File: src/rtl/fc_pkg.sv
// Shared types for the FC activation stage: default widths, arg-max states and FIFO entry.
package fc_pkg;

  localparam int FC_DATA_WIDTH = 8;
  localparam int FC_IDX_WIDTH  = 7;

  typedef enum logic [1:0] {
    S_IDLE  = 2'd0,
    S_FRAME = 2'd1,
    S_DONE  = 2'd2
  } argmax_state_t;

  typedef struct packed {
    logic                     last;
    logic [FC_IDX_WIDTH-1:0]  idx;
    logic [FC_DATA_WIDTH-1:0] data;
  } fc_act_entry_t;

endpackage

File: src/rtl/fc_act_fifo.sv
// Synchronous FIFO of activation entries with a fall-through head (head valid whenever not empty).
module fc_act_fifo
  import fc_pkg::*;
#(
  parameter int DEPTH = 16,
  localparam int AW = $clog2(DEPTH),
  localparam int CW = AW + 1
) (
  input  logic          clk,
  input  logic          rst,
  input  logic          push,
  input  fc_act_entry_t wdata,
  input  logic          pop,
  output fc_act_entry_t head,
  output logic          full,
  output logic          empty,
  output logic [CW-1:0] count
);

  fc_act_entry_t mem [DEPTH];
  logic [AW-1:0] wr_ptr;
  logic [AW-1:0] rd_ptr;
  logic          do_push;
  logic          do_pop;

  assign empty   = (count == '0);
  assign full    = (count == CW'(DEPTH));
  assign do_pop  = pop && !empty;
  // A pop frees a slot in the same cycle, so a push into a full FIFO is legal then.
  assign do_push = push && (!full || do_pop);
  assign head    = mem[rd_ptr];

  always_ff @(posedge clk) begin
    if (do_push) begin
      mem[wr_ptr] <= wdata;
    end
  end

  always_ff @(posedge clk or posedge rst) begin
    if (rst) begin
      wr_ptr <= '0;
      rd_ptr <= '0;
      count  <= '0;
    end else begin
      if (do_push) begin
        wr_ptr <= wr_ptr + 1'b1;
      end
      if (do_pop) begin
        rd_ptr <= rd_ptr + 1'b1;
      end
      case ({do_push, do_pop})
        2'b10:   count <= count + 1'b1;
        2'b01:   count <= count - 1'b1;
        default: count <= count;
      endcase
    end
  end

endmodule

File: src/rtl/fc_activation.sv
// FC activation stage: optional ReLU, output FIFO with valid/ready, per-frame arg-max tracking.
// DATA_WIDTH/IDX_WIDTH must match the widths of fc_pkg::fc_act_entry_t.
module fc_activation
  import fc_pkg::*;
#(
  parameter int DATA_WIDTH = FC_DATA_WIDTH,
  parameter int IDX_WIDTH  = FC_IDX_WIDTH,
  parameter int FIFO_DEPTH = 16
) (
  input  logic                  clk,
  input  logic                  rst,
  input  logic                  relu_en_i,
  input  logic                  fc_valid_i,
  input  logic                  fc_last_i,
  input  logic [DATA_WIDTH-1:0] fc_result_i,
  output logic                  act_valid_o,
  input  logic                  act_ready_i,
  output logic [DATA_WIDTH-1:0] act_data_o,
  output logic                  act_last_o,
  output logic [IDX_WIDTH-1:0]  act_idx_o,
  output logic                  argmax_valid_o,
  output logic [IDX_WIDTH-1:0]  argmax_idx_o,
  output logic [DATA_WIDTH-1:0] argmax_val_o,
  output logic                  overflow_o
);

  localparam logic signed [DATA_WIDTH-1:0] BEST_RESET = {1'b1, {(DATA_WIDTH-1){1'b0}}};

  argmax_state_t                 state;
  argmax_state_t                 state_next;
  logic signed [DATA_WIDTH-1:0]  best_val;
  logic signed [DATA_WIDTH-1:0]  best_val_next;
  logic [IDX_WIDTH-1:0]          best_idx;
  logic [IDX_WIDTH-1:0]          best_idx_next;
  logic [IDX_WIDTH-1:0]          idx_cnt;
  logic                          relu_lat;
  logic                          relu_eff;
  logic [DATA_WIDTH-1:0]         act_val;
  logic                          pop;
  logic                          accept;
  logic                          drop;
  logic                          frame_end;
  fc_act_entry_t                 wr_entry;
  fc_act_entry_t                 head;
  logic                          full;
  logic                          empty;
  logic [$clog2(FIFO_DEPTH):0]   count;
  logic                          count_unused;

  assign count_unused = ^count;

  assign act_valid_o = !empty;
  assign pop         = act_valid_o && act_ready_i;
  assign accept      = fc_valid_i && (!full || pop);
  assign drop        = fc_valid_i && !accept;
  // A dropped last sample still closes the frame so frames stay aligned.
  assign frame_end   = fc_valid_i && fc_last_i;

  // The index-0 sample uses the live enable; later samples use the latched one.
  assign relu_eff = (idx_cnt == '0) ? relu_en_i : relu_lat;
  assign act_val  = (relu_eff && fc_result_i[DATA_WIDTH-1]) ? '0 : fc_result_i;

  assign wr_entry = '{last: fc_last_i, idx: idx_cnt, data: act_val};

  fc_act_fifo #(
    .DEPTH (FIFO_DEPTH)
  ) u_fifo (
    .clk   (clk),
    .rst   (rst),
    .push  (fc_valid_i),
    .wdata (wr_entry),
    .pop   (pop),
    .head  (head),
    .full  (full),
    .empty (empty),
    .count (count)
  );

  assign act_data_o = empty ? '0 : head.data;
  assign act_last_o = empty ? 1'b0 : head.last;
  assign act_idx_o  = empty ? '0 : head.idx;

  assign argmax_valid_o = (state == S_DONE);

  always_comb begin
    state_next    = state;
    best_val_next = best_val;
    best_idx_next = best_idx;
    case (state)
      S_FRAME: begin
        if (accept && ($signed(act_val) > best_val)) begin
          best_val_next = $signed(act_val);
          best_idx_next = idx_cnt;
        end
        if (frame_end) begin
          state_next = S_DONE;
        end
      end
      default: begin
        // S_IDLE and S_DONE: a sample here starts a new frame.
        best_val_next = BEST_RESET;
        best_idx_next = '0;
        state_next    = S_IDLE;
        if (accept) begin
          best_val_next = $signed(act_val);
          best_idx_next = idx_cnt;
          state_next    = fc_last_i ? S_DONE : S_FRAME;
        end else if (frame_end) begin
          state_next = S_DONE;
        end
      end
    endcase
  end

  always_ff @(posedge clk or posedge rst) begin
    if (rst) begin
      state        <= S_IDLE;
      best_val     <= BEST_RESET;
      best_idx     <= '0;
      argmax_idx_o <= '0;
      argmax_val_o <= '0;
    end else begin
      state    <= state_next;
      best_val <= best_val_next;
      best_idx <= best_idx_next;
      if (state_next == S_DONE) begin
        argmax_idx_o <= best_idx_next;
        argmax_val_o <= best_val_next;
      end
    end
  end

  always_ff @(posedge clk or posedge rst) begin
    if (rst) begin
      idx_cnt    <= '0;
      relu_lat   <= 1'b0;
      overflow_o <= 1'b0;
    end else begin
      if (frame_end) begin
        idx_cnt <= '0;
      end else if (accept) begin
        idx_cnt <= idx_cnt + 1'b1;
      end
      if (accept && (idx_cnt == '0)) begin
        relu_lat <= relu_en_i;
      end
      if (drop) begin
        overflow_o <= 1'b1;
      end
    end
  end

endmodule

File: config.mk
export PLATFORM = sky130hd
export DESIGN_NAME = fc_activation
export DESIGN_NICKNAME = d
export VERILOG_FILES = /design/src/rtl/fc_pkg.sv /design/src/rtl/fc_act_fifo.sv /design/src/rtl/fc_activation.sv
export SDC_FILE = /design/constraint.sdc
export NUM_CORES = 1
export LEC_CHECK = 0
export ABC_AREA = 1
export BUFFER_PORTS_ARGS = -buffer_cell sky130_fd_sc_hd__buf_2
export CAP_MARGIN = 40
export CORE_UTILIZATION = 45
export CTS_CLUSTER_DIAMETER = 120
export DETAILED_ROUTE_END_ITERATION = 16
export GPL_TIMING_DRIVEN = 0
export PLACE_DENSITY = 0.68
export SLEW_MARGIN = 10
export SYNTH_ARGS = -nofsm -noshare
export SYNTH_HDL_FRONTEND = slang
export SYNTH_SLANG_ARGS = --single-unit
File: constraint.sdc
create_clock -name clk -period 3.9 [get_ports clk]
set_input_delay 0.39 -clock clk [delete_from_list [all_inputs] [get_ports clk]]
set_output_delay 0.39 -clock clk [all_outputs]
set_load 0.01 [all_outputs]
## Word-level counts from Yosys, hierarchy flattened

Memories as Yosys holds them, arrays and structs flattened.
Cells that the tools add are included.

| storage, ports and cells | value |
|---|---|
| register bits | 54 |
| memory bits (writable) | 256 |
| word-level logic and storage cells | 63 |
| memories | 1 |

| cells by class | value |
|---|---|
| $add $sub $neg | 5 |
| reductions and logical operators | 18 |
| order comparisons | 1 |
| muxes and demuxes | 21 |
| equal/unequal tests | 6 |

Memory list:

| memory | depth | width | rd ports | clocked after memory_dff | write ports | line | source |
|---|---|---|---|---|---|---|---|
| u_fifo.mem | 16 | 16 | 1 | 0 | 1 | fc_act_fifo.sv:20 | `fc_act_entry_t mem [DEPTH];` |

Operator list:

| operator | count |
|---|---|
| $mux W7 | 6 |
| $mux W8 | 5 |
| $mux W2 | 5 |
| $pmux W5 S2 | 1 |
| $logic_and A1 B1 Y1 | 9 |
| $add A4 B1 Y4 const B | 2 |
| $gt A8 B8 Y1 | 1 |
| $add A7 B1 Y7 const B | 1 |
| $logic_not A7 Y1 | 1 |
| $eq A2 B2 Y1 const B | 3 |
| $add A5 B1 Y5 const B | 1 |
| $eq A5 B5 Y1 const B | 1 |
| $logic_not A5 Y1 | 1 |
| $sub A5 B1 Y5 const B | 1 |
| $eq A2 B1 Y1 const B | 2 |
| $mux W1 | 4 |
| $reduce_bool A2 Y1 | 2 |
| $logic_not A1 Y1 | 3 |
| $logic_or A1 B1 Y1 | 2 |

## Depth between registers and ports, before layout

| logic depth | value |
|---|---|
| depth in word-level cells | 8 |
| gate-level depth with buffers | 24 |
| gate-level depth less buffers | 23 |

## Cells and area by module

Synthesis repeated with hierarchy kept, for this count alone.

| unflattened totals | value |
|---|---|
| cells, all modules | 1208 |
| area total of the unflattened synthesis | 13519.2 µm² |

By module, submodules not included:

| module | area each (µm²) | cells an instance | seq. area each (µm²) | times used |
|---|---|---|---|---|
| fc_act_fifo | 11187.0 | 913 | 8012.7 | 1 |
| fc_activation | 2332.2 | 295 | 1027.2 | 1 |

## Least setup slack after synthesis

Ideal clock, no wire load.

| timing | value |
|---|---|
| path type | register to register |
| from | register idx_cnt[0] |
| to | register argmax_val_o[4] |
| arrival | 2723 ps |
| path buffers | 1 |
| library setup time | 117 ps |
| stages on the path, launching flop included | 25 |
| period minus slack after synthesis | 2840 ps |
| path slack | 1060 ps |
| path through | dfrtp_1 > inv_1 > ha_1 > nand4_1 > nand2_1 > o21ai_0 > nand2_1 > nand2_1 > inv_1 > ha_1 > nand2_1 > inv_1 > nand2_1 > nand2_1 > nand2_1 > nand2_1 > nand2_1 > nand2_2 > nand2_4 > nand2_4 > buf_6 > nand2_1 > o21ai_2 > nand2_1 > nand2_1 |

| on the way | value |
|---|---|
| longest elaborated chain between the ends | 8 |
| elaborated cells on any way between the ends | 9 |

Ends and longest elaborated chain:

| element | line | source |
|---|---|---|
| from (decl) | fc_activation.sv:35 | `logic [IDX_WIDTH-1:0] idx_cnt;` |
| from (signal assigned) | fc_activation.sv:142 | `idx_cnt <= idx_cnt + 1'b1;` |
| $logic_not A7 Y1 | fc_activation.sv:60 | `assign relu_eff = (idx_cnt == '0) ? relu_en_i : relu_lat;` |
| $mux W1 | fc_activation.sv:60 |  |
| $logic_and A1 B1 Y1 | fc_activation.sv:61 | `assign act_val = (relu_eff && fc_result_i[DATA_WIDTH-1]) ? '0 : fc_result_i;` |
| $mux W8 | fc_activation.sv:61 |  |
| net act_val[3] | fc_activation.sv:38 | `logic [DATA_WIDTH-1:0] act_val;` |
| $gt A8 B8 Y1 | fc_activation.sv:91 | `if (accept && ($signed(act_val) > best_val)) begin` |
| $logic_and A1 B1 Y1 | fc_activation.sv:91 |  |
| $mux W8 | fc_activation.sv:91 |  |
| $mux W8 | fc_activation.sv:89 | `case (state)` |
| net best_val_next[4] | fc_activation.sv:32 | `logic signed [DATA_WIDTH-1:0] best_val_next;` |
| to (signal assigned) | fc_activation.sv:128 | `argmax_val_o <= best_val_next;` |
| to (decl) | fc_activation.sv:23 | `output logic [DATA_WIDTH-1:0] argmax_val_o,` |

The timed path passes the listed nets, and every way through them passes these cells.
A chain may end at the register's enable or synchronous reset.

## Worst setup path after layout

| timing | value |
|---|---|
| from | register idx_cnt[0] |
| to | register argmax_val_o[0] |

Same word-level chain as after synthesis.

==> out/summary.md <==
The overall die area is 29100 sq um, and the combinational power share is 0.358. The detailed router finished its first iteration with 1060 violations. For the worst vdd rail ir drop, the log shows 0.439 mV. The run gives 27900 sq um as the area of the core region. The type of the worst setup path was flop to flop.

The synthesized area per cell works out to 12.1 sq um. Clock-pin slew was measured on the worst setup and hold paths at 0.06 ns. The highest layer touched by signal routing is met4.

For the part of the power in registers, the log shows 0.373. Counting flops and latches in the post-synthesis netlist gives 310. The maximum root-to-sink buffer count is 3, and the overall fraction of global-route tracks in use is 0.234. The worst hold path passes through 3 cells.

The net switching fraction of the power works out to 0.377. The part of the cycle the worst path needs is 0.918. For the total count of max-transition violations in the final report, the log shows 0.

STA classifies the critical path endpoint as a flop. The fraction of layout cells with a size suffix above 1 came out at 0.154. For this block, wires on met1 add up to 13900 microns.

Counting cells, the worst reg-to-reg path comes to 23. The number of different library cells used by synthesis comes to 34. The tools report the synthesized net count as 1092. 0 antenna diodes ended up in the layout. The tools report the mapped cell area as 12800 sq um.

By area the synthesized netlist is led by sky130_fd_sc_hd__edfxtp_1, sky130_fd_sc_hd__dfrtp_1, sky130_fd_sc_hd__o21ai_0, sky130_fd_sc_hd__nor2_1, sky130_fd_sc_hd__nand2_1. Area share of the largest cell type after synthesis: 0.602. The H-tree level count was 1. TritonCTS built the clock tree. Among all flip-flop cells after synthesis, the most frequent one is sky130_fd_sc_hd__edfxtp_1.

Of all nets on the critical path, the largest fanout is 20. The analysis attributes to cell leakage a power of 5.54 nW. The tools report the total number of yosys warnings as 0. Setup violations remaining at the end of the flow were counted as 0. The growth of design area from synthesis to finish works out to 17.6%.

Pin placement for this block handled 48 I/O pins. The delay of the slowest cell on the worst path was 0.61 ns; the length of routed met3 wiring was 3210 microns. Once detail routing completed, the nets flagged for antenna violations numbered 0. The run gives 0.894 as the final weighted congestion in routability-driven placement.

The initial antenna violation count was 0. The final layout contains routed wiring with a total length of 33400 microns. The via count of the first global-routing pass was 8437; the number of I/O port buffers was 47.

The CTS root buffer was sky130_fd_sc_hd__clkbuf_16. For this run, the detailed router's first-pass iteration total came to 5. For the starting density of the core, the log shows 0.458. By instance count, the leading cell after synthesis is sky130_fd_sc_hd__edfxtp_1.

The total overflow left after global routing is 0. The first global-routing pass estimated 50200 microns of wire. Worst relative slew slack: 0.382. The die is 170 microns wide. Ranked by instance count, the synthesized netlist is headed by sky130_fd_sc_hd__edfxtp_1, sky130_fd_sc_hd__nor2_1, sky130_fd_sc_hd__o21ai_0. After detailed placement, the total cell area comes to 13800 sq um.

The total via count after detailed routing was 8889. The kind of path behind the tightest hold check was input port to flop. The run gives 0 as the final number of hold-violating endpoints. The initialized floorplan defines 61 standard-cell rows. The net total in the final layout is 1200, and the minimum hold slack is 0.101 ns. After detailed routing, the met2 layer carries 15300 microns of wire. Final core area utilization: 0.539. The reg-to-reg critical path endpoint was argmax_val_o[0]. The logs give 1058 for the post-synthesis instance total and 4.04 ns for the arrival time at the worst endpoint. For the pin with the worst max-slew slack, the measured transition is 0.922 ns. For the worst-skew pair, the clock arrives at the later sink with an insertion delay of 0.58 ns.

After routing the design area is 15000 sq um. Entering global routing, the biggest net connects 40 pins. After detailed routing, the number of vias per cell comes to 5.67. For the sequential area share after synthesis, the log shows 0.708. Most used cell along the critical path: sky130_fd_sc_hd__nand2_1. The endpoint required time on the critical path was 4.36 ns.

Traced cell by cell, the critical path runs through inv_1, ha_1, nand4_1, o21ai_0, nand2_1, nand2_1, clkinvlp_4, ha_1, nand2_1, inv_1, nand2_1, nand2_1, nand2_1, nand2_1, nand2_1, nand2_2, nand2_4, nand2_4, buf_6, nand2_1, nand2_1, nand2_1, nand2_1. The endpoint with the worst hold slack is relu_lat. Cell internal power was estimated by the tool at 7.28 mW.

The worst hold path begins at relu_en_i. The power density over the cells is 778 nW/um^2. TritonCTS created 31 clock buffers.

The logs give 0.269 for the proportion of power drawn by the clock network and 22200 microns for the detailed placement HPWL. The max-cap check violation count came out at 0. In this run the critical register-to-register path is launched from idx_cnt[0]. The maximum achievable frequency is 279 MHz, and the vertical extent of the die is 170 microns. Setup slack on the worst reg-to-reg path comes out at 0.32 ns. Between clock sinks in the finished design, the worst skew comes to 0.0213 ns.

In the final routed layout, each cell accounts on average for 21.3 microns. Proportion of register bits with asynchronous set or reset after synthesis: 0.174. The worst setup path is launched from a flop. Library cell contributing the largest single delay on the critical path: sky130_fd_sc_hd__dfrtp_4. Of all cell types, the one taking the most synthesized area is sky130_fd_sc_hd__edfxtp_1. The net switching power came out at 4.40 mW.

Counting flops with a built-in enable in the synthesized netlist gives 256. The clock period could shrink to 3.58 ns. The DRC violation count after routing came out at 0. Setup repair after global routing left no endpoint under its margin. For this design, the sink count on the clock tree is 310. The flow ran to the end, and the final reports show no timing, DRC or antenna violations.
layout make-up:
class	count	area, sq um
plain buffers	59	251
flip-flops and latches	310	9050
repair buffers	75	581
fillers	2295	12800
multi-input cells	634	3320
clock inverters	7	78.8
inverters	55	229
clock buffers	51	1040
well taps	378	473
worst max path at each step:
stage               cells past startpoint  startpoint         endpoint
finish                                 23  idx_cnt[0]  argmax_val_o[0]
global route                           23  idx_cnt[0]  argmax_idx_o[0]
CTS                                    23  idx_cnt[1]  argmax_val_o[0]
detailed placement                     21  idx_cnt[0]  argmax_val_o[4]
global placement                       21  idx_cnt[0]  argmax_idx_o[4]
floorplan                              24  idx_cnt[0]  argmax_val_o[4]
placed cells by master (no fill, tap or decap), drive strengths merged, types with 8 or more instances in the layout:
master	count
a21oi	24
buf	88
clkbuf	96
dfrtp	53
edfxtp	256
ha	19
inv	48
nand2	121
nand3	39
nor2	183
o21ai	156
o221ai	44
o22ai	21
xor2	8
per-layer routing:
metal,up-vias,track usage
li1,4015,-
met1,4278,0.336
met2,522,0.369
met3,74,0.0284
met4,0,0.0830
met5,-,0
per-stage QoR:
stage	setup TNS (ns)	setup slack [ns]	cells	total power, mW
after CTS	0	0.0749	1560	11.6
after floorplan	0	1.06	1058	6.86
after detailed placement	-1.70	-0.115	1501	8.49
after global routing	0	0.0147	1569	12.2
final	0	0.319	1569	11.7
after global placement	-0.133	-0.0176	1483	8.30
power groups by stage:
| stage | sequential [mW] | clock, mW | combinational, mW |
|---|---|---|---|
| after CTS | 4.36 | 3.15 | 4.10 |
| final | 4.36 | 3.14 | 4.18 |
| after global routing | 4.40 | 3.26 | 4.59 |
| after floorplan | 4.39 | 0 | 2.47 |
| after global placement | 4.45 | 0 | 3.85 |
| after detailed placement | 4.43 | 0 | 4.06 |
flip-flops by register name, indices dropped and copies added (netlist names):
register       count
u_fifo.rd_ptr      4
overflow_o         1
u_fifo.wr_ptr      4
argmax_val_o       8
argmax_idx_o       7
state              2
u_fifo.count       5
best_idx           7
best_val           8
u_fifo.mem       256
idx_cnt            7
relu_lat           1
repair_timing:
item                                    4_1_cts  5_1_grt
hold buffers                                  1        0
endpoints found under the setup margin       29       30
resized for setup                             1       10
buffers inserted                              0        7
endpoints found under the hold margin        15        0
worst max-delay path: cells and delay by family (launching register included):
family / cells / cell delay [ns]
buffers and inverters: 4 / 0.68
flip-flops: 1 / 0.61
AND/OR/NAND/NOR: 16 / 1.37
adder cells (fa/ha/maj): 2 / 0.58
AO/OA/AOI/OAI: 1 / 0.22
cells by family (layout without fill, tap and decap cells):
| kind of cell | count (synthesis) | after routing | share of synthesized area |
|---|---|---|---|
| flip-flops | 310 | 310 | 0.708 |
| adder cells (fa/ha/maj) | 20 | 20 | 0.0202 |
| buffers and inverters | 114 | 247 | 0.0359 |
| AO/OA/AOI/OAI | 251 | 251 | 0.116 |
| AND/OR/NAND/NOR | 353 | 353 | 0.113 |
| XOR/XNOR | 10 | 10 | 0.00686 |
Note: power is estimated with default switching activity, not from simulation.
